$ cat src/rtl/alarm_pkg.sv
// Shared types and limits for the alarm scheduler: FSM states, wall-clock
// limits, the alarm slot record and a time-range check used on every write.
package alarm_pkg;

  typedef enum logic [1:0] {
    ST_IDLE,
    ST_RING,
    ST_SNOOZE
  } state_e;

  localparam logic [7:0] HR_MAX  = 8'd23;
  localparam logic [7:0] MIN_MAX = 8'd59;
  localparam logic [7:0] SEC_MAX = 8'd59;

  typedef struct packed {
    logic [7:0] hr;
    logic [7:0] min;
    logic       en;
  } slot_t;

  // True when hr:mn is a legal time of day.
  function automatic logic time_ok(input logic [7:0] hr, input logic [7:0] mn);
    return (hr <= HR_MAX) && (mn <= MIN_MAX);
  endfunction

endpackage

$ cat src/rtl/time_base.sv
// Wall-clock hh:mm:ss counter advanced by a 1 Hz tick. A load replaces
// hh:mm, zeroes the seconds and swallows a coincident tick. minute_strobe
// is a registered one-cycle flag following every tick-driven wrap to sec=0;
// loads never raise it, so a load can never trigger an alarm match.
module time_base
  import alarm_pkg::*;
(
  input  logic       clk,
  input  logic       rst,
  input  logic       tick_i,
  input  logic       load_i,
  input  logic [7:0] load_hr_i,
  input  logic [7:0] load_min_i,
  output logic [7:0] hr_o,
  output logic [7:0] min_o,
  output logic [7:0] sec_o,
  output logic       minute_strobe_o
);

  logic [7:0] hr_q, hr_d;
  logic [7:0] min_q, min_d;
  logic [7:0] sec_q, sec_d;
  logic       strobe_q, strobe_d;

  // Next-time computation: load has priority over tick, carries ripple sec->min->hr.
  always_comb begin
    hr_d     = hr_q;
    min_d    = min_q;
    sec_d    = sec_q;
    strobe_d = 1'b0;
    if (load_i) begin
      hr_d  = load_hr_i;
      min_d = load_min_i;
      sec_d = 8'd0;
    end else if (tick_i) begin
      if (sec_q == SEC_MAX) begin
        sec_d    = 8'd0;
        strobe_d = 1'b1;
        if (min_q == MIN_MAX) begin
          min_d = 8'd0;
          hr_d  = (hr_q == HR_MAX) ? 8'd0 : hr_q + 8'd1;
        end else begin
          min_d = min_q + 8'd1;
        end
      end else begin
        sec_d = sec_q + 8'd1;
      end
    end
  end

  // Time and strobe registers.
  always_ff @(posedge clk) begin
    if (rst) begin
      hr_q     <= 8'd0;
      min_q    <= 8'd0;
      sec_q    <= 8'd0;
      strobe_q <= 1'b0;
    end else begin
      hr_q     <= hr_d;
      min_q    <= min_d;
      sec_q    <= sec_d;
      strobe_q <= strobe_d;
    end
  end

  assign hr_o            = hr_q;
  assign min_o           = min_q;
  assign sec_o           = sec_q;
  assign minute_strobe_o = strobe_q;

endmodule

$ cat src/rtl/alarm_scheduler.sv
// Multi-slot alarm controller: owns the time base, the programmable slot
// table, a lowest-index-wins match encoder and the ring/snooze/dismiss FSM
// that drives one shared buzzer.
module alarm_scheduler
  import alarm_pkg::*;
#(
  parameter int NUM_SLOTS      = 4,
  parameter int RING_TIMEOUT_S = 60,
  parameter int SNOOZE_MIN     = 5,
  parameter int MAX_SNOOZE     = 3,
  localparam int IDX_W         = $clog2(NUM_SLOTS)
) (
  input  logic             clk,
  input  logic             rst,
  input  logic             tick,
  input  logic             time_wr,
  input  logic [7:0]       time_hr,
  input  logic [7:0]       time_min,
  input  logic             slot_wr,
  input  logic [IDX_W-1:0] slot_idx,
  input  logic [7:0]       slot_hr,
  input  logic [7:0]       slot_min,
  input  logic             slot_en,
  input  logic             snooze,
  input  logic             dismiss,
  output logic [7:0]       cur_hr,
  output logic [7:0]       cur_min,
  output logic [7:0]       cur_sec,
  output logic             buzzer,
  output logic             ringing,
  output logic [IDX_W-1:0] active_slot,
  output logic             wr_err
);

  localparam int SNZ_TICKS = SNOOZE_MIN * 60;
  localparam int SNZ_W     = $clog2(SNZ_TICKS + 1);
  localparam int RC_W      = $clog2(RING_TIMEOUT_S + 1);
  localparam int SU_W      = $clog2(MAX_SNOOZE + 1);

  logic             time_ok_w, slot_ok_w, minute_strobe;
  logic             hit;
  logic [IDX_W-1:0] hit_idx;

  slot_t            slots_q [NUM_SLOTS];
  state_e           state_q, state_d;
  logic [RC_W-1:0]  ring_cnt_q, ring_cnt_d;
  logic [SNZ_W-1:0] snz_cnt_q, snz_cnt_d;
  logic [SU_W-1:0]  snz_used_q, snz_used_d;
  logic [IDX_W-1:0] active_q, active_d;
  logic             buzzer_q, wr_err_q;

  assign time_ok_w = time_ok(time_hr, time_min);
  assign slot_ok_w = time_ok(slot_hr, slot_min) &&
                     ({1'b0, slot_idx} < (IDX_W + 1)'(NUM_SLOTS));

  time_base u_time_base (
    .clk             (clk),
    .rst             (rst),
    .tick_i          (tick),
    .load_i          (time_wr && time_ok_w),
    .load_hr_i       (time_hr),
    .load_min_i      (time_min),
    .hr_o            (cur_hr),
    .min_o           (cur_min),
    .sec_o           (cur_sec),
    .minute_strobe_o (minute_strobe)
  );

  // Slot table; rejected writes leave every slot untouched.
  always_ff @(posedge clk) begin
    if (rst) begin
      for (int i = 0; i < NUM_SLOTS; i++) begin
        slots_q[i] <= '0;
      end
    end else if (slot_wr && slot_ok_w) begin
      for (int i = 0; i < NUM_SLOTS; i++) begin
        if (IDX_W'(i) == slot_idx) begin
          slots_q[i].hr  <= slot_hr;
          slots_q[i].min <= slot_min;
          slots_q[i].en  <= slot_en;
        end
      end
    end
  end

  // Priority encoder: scanning from the top lets the lowest matching index win.
  always_comb begin
    hit     = 1'b0;
    hit_idx = '0;
    for (int i = NUM_SLOTS - 1; i >= 0; i--) begin
      if (slots_q[i].en && slots_q[i].hr == cur_hr && slots_q[i].min == cur_min) begin
        hit     = 1'b1;
        hit_idx = IDX_W'(i);
      end
    end
  end

  // FSM next state; dismiss dominates snooze and timeout, matches outside IDLE are dropped.
  always_comb begin
    state_d    = state_q;
    ring_cnt_d = ring_cnt_q;
    snz_cnt_d  = snz_cnt_q;
    snz_used_d = snz_used_q;
    active_d   = active_q;
    case (state_q)
      ST_IDLE: begin
        if (minute_strobe && hit) begin
          state_d    = ST_RING;
          active_d   = hit_idx;
          ring_cnt_d = '0;
          snz_used_d = '0;
        end
      end
      ST_RING: begin
        if (dismiss) begin
          state_d = ST_IDLE;
        end else if (snooze && snz_used_q < SU_W'(MAX_SNOOZE)) begin
          state_d    = ST_SNOOZE;
          snz_cnt_d  = SNZ_W'(SNZ_TICKS);
          snz_used_d = snz_used_q + 1'b1;
        end else if (tick) begin
          if (ring_cnt_q == RC_W'(RING_TIMEOUT_S - 1)) begin
            state_d = ST_IDLE;
          end else begin
            ring_cnt_d = ring_cnt_q + 1'b1;
          end
        end
      end
      ST_SNOOZE: begin
        if (dismiss) begin
          state_d = ST_IDLE;
        end else if (tick) begin
          if (snz_cnt_q <= SNZ_W'(1)) begin
            state_d    = ST_RING;
            ring_cnt_d = '0;
            snz_cnt_d  = '0;
          end else begin
            snz_cnt_d = snz_cnt_q - 1'b1;
          end
        end
      end
      default: state_d = ST_IDLE;
    endcase
  end

  // FSM state, counters, registered buzzer and write-error pulse.
  always_ff @(posedge clk) begin
    if (rst) begin
      state_q    <= ST_IDLE;
      ring_cnt_q <= '0;
      snz_cnt_q  <= '0;
      snz_used_q <= '0;
      active_q   <= '0;
      buzzer_q   <= 1'b0;
      wr_err_q   <= 1'b0;
    end else begin
      state_q    <= state_d;
      ring_cnt_q <= ring_cnt_d;
      snz_cnt_q  <= snz_cnt_d;
      snz_used_q <= snz_used_d;
      active_q   <= active_d;
      buzzer_q   <= (state_d == ST_RING);
      wr_err_q   <= (time_wr && !time_ok_w) || (slot_wr && !slot_ok_w);
    end
  end

  assign buzzer      = buzzer_q;
  assign ringing     = (state_q != ST_IDLE);
  assign active_slot = active_q;
  assign wr_err      = wr_err_q;

endmodule

$ cat config.mk
export PLATFORM = sky130hd
export DESIGN_NAME = alarm_scheduler
export DESIGN_NICKNAME = d
export VERILOG_FILES = /design/src/rtl/alarm_pkg.sv /design/src/rtl/time_base.sv /design/src/rtl/alarm_scheduler.sv
export SDC_FILE = /design/constraint.sdc
export NUM_CORES = 1
export LEC_CHECK = 0
export BUFFER_PORTS_ARGS = -buffer_cell sky130_fd_sc_hd__buf_2
export CAP_MARGIN = 20
export CORE_ASPECT_RATIO = 1.5
export CORE_MARGIN = 2
export CORE_UTILIZATION = 59
export CTS_CLUSTER_SIZE = 16
export DETAILED_ROUTE_END_ITERATION = 12
export PLACE_DENSITY = 0.92
export SETUP_SLACK_MARGIN = 0.05
export SLEW_MARGIN = 20
export SYNTH_ARGS = -nofsm -noshare
export SYNTH_HDL_FRONTEND = slang
export SYNTH_HIERARCHICAL = 1
export SYNTH_SLANG_ARGS = --single-unit
$ cat constraint.sdc
create_clock -name clk -period 2.99 [get_ports clk]
set_input_delay 0.4485 -clock clk [delete_from_list [all_inputs] [get_ports clk]]
set_output_delay 0.4485 -clock clk [all_outputs]
set_load 0.03 [all_outputs]
---- After elaboration in Yosys (flattened, before gate mapping) ----
Memories as Yosys holds them, arrays and structs flattened.
Index checks and enable logic that the tools add are counted.
word-level totals
  register bits after elaboration ......... 48
  memory bits (writable) .................. 68
  input bits .............................. 42
  output and inout bits ................... 29
  logic and storage cells ................. 177
  memories ................................ 1
cells by class
  add/subtract/negate cells ............... 6
  magnitude comparators ................... 6
  equal/unequal tests ..................... 27
  mux-type cells .......................... 77
  bitwise operators ....................... 13
  reductions and logical operators ........ 36
memories
  memory   depth  width  rd ports  clocked after memory_dff  wr ports  line                   text
  slots_q  4      17     4         0                         4         alarm_scheduler.sv:44  slot_t slots_q [NUM_SLOTS];
operators with widths
  operator               number
  $mux W8                18
  $eq A8 B8 Y1           8
  $mux W6                8
  $mux W9                5
  $mux W2                15
  $mux W1                27
  $add A8 B1 Y8 const B  3
  $ne A2 B2 Y1 const B   9
  $pmux W6 S3            1
  $pmux W9 S2            1
  $eq A8 B6 Y1 const B   2
  $le A8 B5 Y1 const B   2
  $le A8 B6 Y1 const B   2
  $logic_and A1 B1 Y1    16
  $or A1 B1 Y1           12
  $reduce_bool A2 Y1     6
  $le A9 B1 Y1 const B   1
  $reduce_and A9 Y1      1
  $sub A9 B1 Y9 const B  1
  $eq A8 B5 Y1 const B   1
  $add A6 B1 Y6 const B  1
  $eq A6 B6 Y1 const B   1
  $pmux W2 S3            1
  $reduce_and A5 Y1      1
  17 further kinds       22

---- Longest topological paths before layout ----
An unclocked memory read counts as a cell.
  depth in word-level cells ............... 12
  gate-level depth with buffers ........... 8
  gate-level depth less buffers ........... 8

---- Hierarchy ----
The synthesis kept the hierarchy.
by module, submodules not included
  module           instances  cells each  area an instance (um2)  sequential area each (um2)
  alarm_scheduler  1          435         4737.0                  2502.4
  time_base        1          176         1385.1                  500.5

---- Worst setup path after synthesis ----
No wires, ideal clock.
  path kind ............................... input port to flip-flop
  start point ............................. in slot_hr[4]
  end point ............................... mem slots_q[0][0] (netlist name), enable pin
  setup time .............................. 418 ps
  data arrival time ....................... 2276 ps
  data required time ...................... 2572 ps
  path slack .............................. 296 ps
  stages on the path ...................... 3
  buffers on the path ..................... 0
  cell sequence ........................... a211oi_1 > nand4_1 > o31ai_1
RTL lines
  what             line                   text
  start, declared  alarm_scheduler.sv:21  input logic [7:0] slot_hr,
  end, declared    alarm_scheduler.sv:44

---- Worst setup path in the final report ----
  start point ............................. reg u_time_base.hr_q[4] (netlist: u_time_base/hr_o[4])
  end point ............................... reg ring_cnt_q[1]
between the ends
  longest elaborated chain between the ends .. 10
  elaborated cells on any way between the ends .. 19
  classes of those cells .................. 5 x eq/ne; 4 x mux; 10 x reduce/logical
RTL lines
  what                              line                    text
  start, declared                   time_base.sv:20         logic [7:0] hr_q, hr_d;
  start signal, assigned            time_base.sv:59         hr_q <= hr_d;
  $eq A8 B8 Y1                      alarm_scheduler.sv:91   if (slots_q[i].en && slots_q[i].hr == cur_hr && slots_q[i].min == cur_min) begin
  $logic_and A1 B1 Y1 (2 in a row)  alarm_scheduler.sv:91
  $mux W1 (3 in a row)              alarm_scheduler.sv:91
  $mux W1 *                         alarm_scheduler.sv:91
  $logic_and A1 B1 Y1 *             alarm_scheduler.sv:107  if (minute_strobe && hit) begin
  $ne A2 B2 Y1 (no line) *          n/a
  $reduce_and A9 Y1 (no line) *     n/a
  end signal, assigned              alarm_scheduler.sv:158  ring_cnt_q <= ring_cnt_d;
  end, declared                     alarm_scheduler.sv:46   logic [RC_W-1:0] ring_cnt_q, ring_cnt_d;
Mark *: on every way between the ends. The rest lies on a longest branch, timed or not.
A chain may end at the register's enable or synchronous reset.

==> results.md <==
- Die W: between 80 and 90 um
- Reg2Reg Depth: 7
- Post-synth ARST share: 0%
- Vias per cell: 6.28
- Routed len/inst: 20.3 um
- Initial Utilization: approximately three fifths
- HPWL Detailed: ~13000 um
- Die Height: 129 um
- Final Hold Fails: 0
- CTS clk-pin slew, worst paths: 0.06 ns
- Post-Syn Area: between 0.006 and 0.007 sq mm
- Post-synth top area share: 33.4%
- Met3 WL: 1090 um
- Initial antenna violation count: 0
- GRT overflow: 0
- Setup Skew: 0.00758 ns
- Post-synth EDFFs: 68
- Mux contribution to synthesized area: less than 1%
- Synth Area in XOR/XNOR: 10.3%
- Remaining DRCs: 0
- Yosys warnings: 6
- Total negative slack for setup checks: 0 ns
- Clock buffer depth: 2
- Insertion delay to the later sink of the worst-skew pair: about 0.42 ns
- Max VDD drop: 0.000493 V
- DR top layer: met4
- Most frequent cells in the layout: 70 x buf_2, 68 x edfxtp_1, 59 x nor2_1
- RSZ-0062 raised after global routing: no
- Worst R2R Setup Slack: 0.24 ns
- Hold Crit Start: time_hr[2]
- Arrival @ worst endpoint: 3.05 ns
- Row count: 45
- First-pass GRT wire length: 26500 um
- Max-Slew Margin vs Limit: 51.7%
- Sequential share of the synthesized area: between 40% and 50%
- Placed Instances: 816
- Commonest non-fill, non-tap cell in the layout: buf_2
- Min Clock Period, post-route: ~2.8 ns
- Hold Path Sink: u_time_base/hr_o[2]$_SDFFE_PP0P_
- Reg2Reg Capture Point: ring_cnt_q[1]$_SDFFE_PP0P_
- Pin count of the biggest net entering global routing: ~40
- Top FF cell, synth: edfxtp_1
- Hold slack: 0.298 ns
- Top post-synthesis cells by area: edfxtp_1 33%, dfxtp_1 16%, xor2_1 5.6%
- Max-Cap Viols: 0
- Largest family of logic cells by synthesized area: simple AND/OR/NAND/NOR gates
- CTS root buffer: clkbuf_16
- Post-synth cell types: 64
- GRT Overall Usage: 31.6%
- Final slew viol count: 0
- Metal-1 WL: 6200 um
- Hold Path Class: input port to flop
- Critical Path RT: around 3.3 ns
- H-tree Lvls: 4
- Max frequency: 0.363 GHz
- Compound-Gate Fraction of Synth Area: 10.3%
- Share of cells above drive strength 1: 17.5%
- Yosys reg bits: 116
- Simple-gate share of the synthesized area: about a quarter
- CTS Sinks: around 120
- Antenna viol nets, final: 0
- Vias: 5327
- Syn_area_per_cell: ~10 sq um
- Post-Synth Adder-Cell Area: roughly 1.4%
- Yosys top cell by area: edfxtp_1
- Number of global-route vias before repair: 5159
- PortBufs: 70
- Tcrit/Tclk final: 92.1%
- Core Area: approximately 0.01 sq mm
- CP max FO: 9
- Met2 WL: 8830 um
- Status: complete, no violations
- Mapped Cells: roughly 600
- I/O Pins: 71
- Element type at the critical path end: flop
- Die area: between 0.01 and 0.015 sq mm
- CTS-repair resized insts: 0
- Crit path kind: flop to flop
- CP startpoint kind: flop
- N_diodes: 0
- Static Leak: 0.00281 uW
- Hold path depth: 3
- WL final: 17200 um
- CTS tree: yes
- Tightest Pin Transition: 0.717 ns
- Post-CTS setup buffer count: 0
- CTS buffer count: 17
- Finished Layout Cells: 848
- Initial DRC count: 462
- Nets: 767
- Drt first pass iters: 6
- Final setup violation count: 0
- FF-to-FF Start: u_time_base/hr_o[4]$_SDFFE_PP0P_
- CTS Hold Bufs: 0
- RD Place Congestion: between 1 and 1.5
- Power Dens Cells: 540 mW/mm^2
- Area Growth Syn to Fin: 18.9%
-- report_power, final --
group | internal, uW | switching (uW) | total (uW) | leakage [uW]
combinational | 83.7 | 153 | 237 | 0.00151
clock | 1210 | 696 | 1900 | 0.000262
sequential | 1760 | 39.0 | 1800 | 0.00104
total | 3050 | 888 | 3930 | 0.00281
-- metrics by stage --
step / instance area (sq um) / total power (uW) / utilization, % / setup slack [ns]
2_1_floorplan: 6190 / 1950 / - / 0.296
3_3_place_gp: 6730 / 2050 / 66.4 / 0.403
3_5_place_dp: 6730 / 2060 / 66.4 / 0.348
4_1_cts: 7280 / 3940 / 71.8 / 0.316
5_1_grt: 7280 / 4050 / 71.8 / 0.108
6_report: 7280 / 3930 / 71.8 / 0.236
-- cell type report --
class | count | area [sq um]
inverter | 20 | 75.1
timing repair buffer | 87 | 478
clock buffer | 20 | 437
sequential | 116 | 3000
fill | 707 | 2850
tap | 117 | 146
multi-input combinational | 476 | 3030
clock inverter | 12 | 114
-- how the worst max path moves through the flow --
stage	start	to	slack [ns]
2_1_floorplan	slot_hr[4]	slots_q[0][0]$_SDFFCE_PN0P_	0.30
3_3_place_gp	u_time_base/min_o[1]$_SDFFE_PP0P_	u_time_base/hr_o[7]$_SDFFE_PP0P_	0.40
3_5_place_dp	u_time_base/hr_o[5]$_SDFFE_PP0P_	ring_cnt_q[1]$_SDFFE_PP0P_	0.35
4_1_cts	u_time_base/hr_o[5]$_SDFFE_PP0P_	ring_cnt_q[1]$_SDFFE_PP0P_	0.32
5_1_grt	u_time_base/min_o[6]$_SDFFE_PP0P_	ring_cnt_q[1]$_SDFFE_PP0P_	0.11
6_report	u_time_base/hr_o[4]$_SDFFE_PP0P_	ring_cnt_q[1]$_SDFFE_PP0P_	0.24
-- synth_stat cells (4+ instances only) --
| cell type | number |
|---|---|
| nor4b_1 | 4 |
| and2_1 | 49 |
| o21ai_0 | 18 |
| xor2_1 | 39 |
| nor3_1 | 18 |
| nand3_1 | 24 |
| or3_1 | 4 |
| a21oi_1 | 24 |
| nand2_1 | 38 |
| inv_1 | 19 |
| and3_1 | 10 |
| a211oi_1 | 9 |
| nand2b_1 | 4 |
| xnor2_1 | 33 |
| dfxtp_1 | 48 |
| nand4_1 | 24 |
| edfxtp_1 | 68 |
| ha_1 | 7 |
| nor2_1 | 59 |
| a311oi_1 | 7 |
| nor4_1 | 18 |
| and4_1 | 6 |
| clkbuf_1 | 13 |
-- cells by family after synthesis --
| logic type | count (synthesis) |
|---|---|
| AOI/OAI and AO/OA | 91 |
| muxes | 2 |
| DFF | 116 |
| adders and majority gates | 7 |
| and+or+nand+nor | 284 |
| xor gates and xnor gates | 72 |
| buffers and inverters | 38 |
| other | 1 |
-- per-layer routing --
layer  vias to the layer above  global-route usage, %
met5                         -                      0
met4                         0                   21.2
met3                        74                   6.61
met2                       318                   54.5
met1                      2483                   34.3
li1                       2452                      -
-- flip-flops by register name (all words and copies together), names as in the netlist --
register / cells
ring_cnt_q: 6
wr_err: 1
active_slot: 2
slots_q: 68
snz_used_q: 2
snz_cnt_q: 9
state_q: 2
u_time_base/sec_o: 8
u_time_base/min_o: 8
u_time_base/hr_o: 8
u_time_base/minute_strobe_o: 1
buzzer: 1
-- critical path, cell delays in order, from the launching register on --
cell	delay [ns]
dfxtp_1	0.64
xor2_1	0.14
nor2_1	0.18
nand4_1	0.13
nor4_1	0.65
o311ai_2	0.25
a21oi_4	0.29
mux2_2	0.36
(Power assumes the default switching activity.)
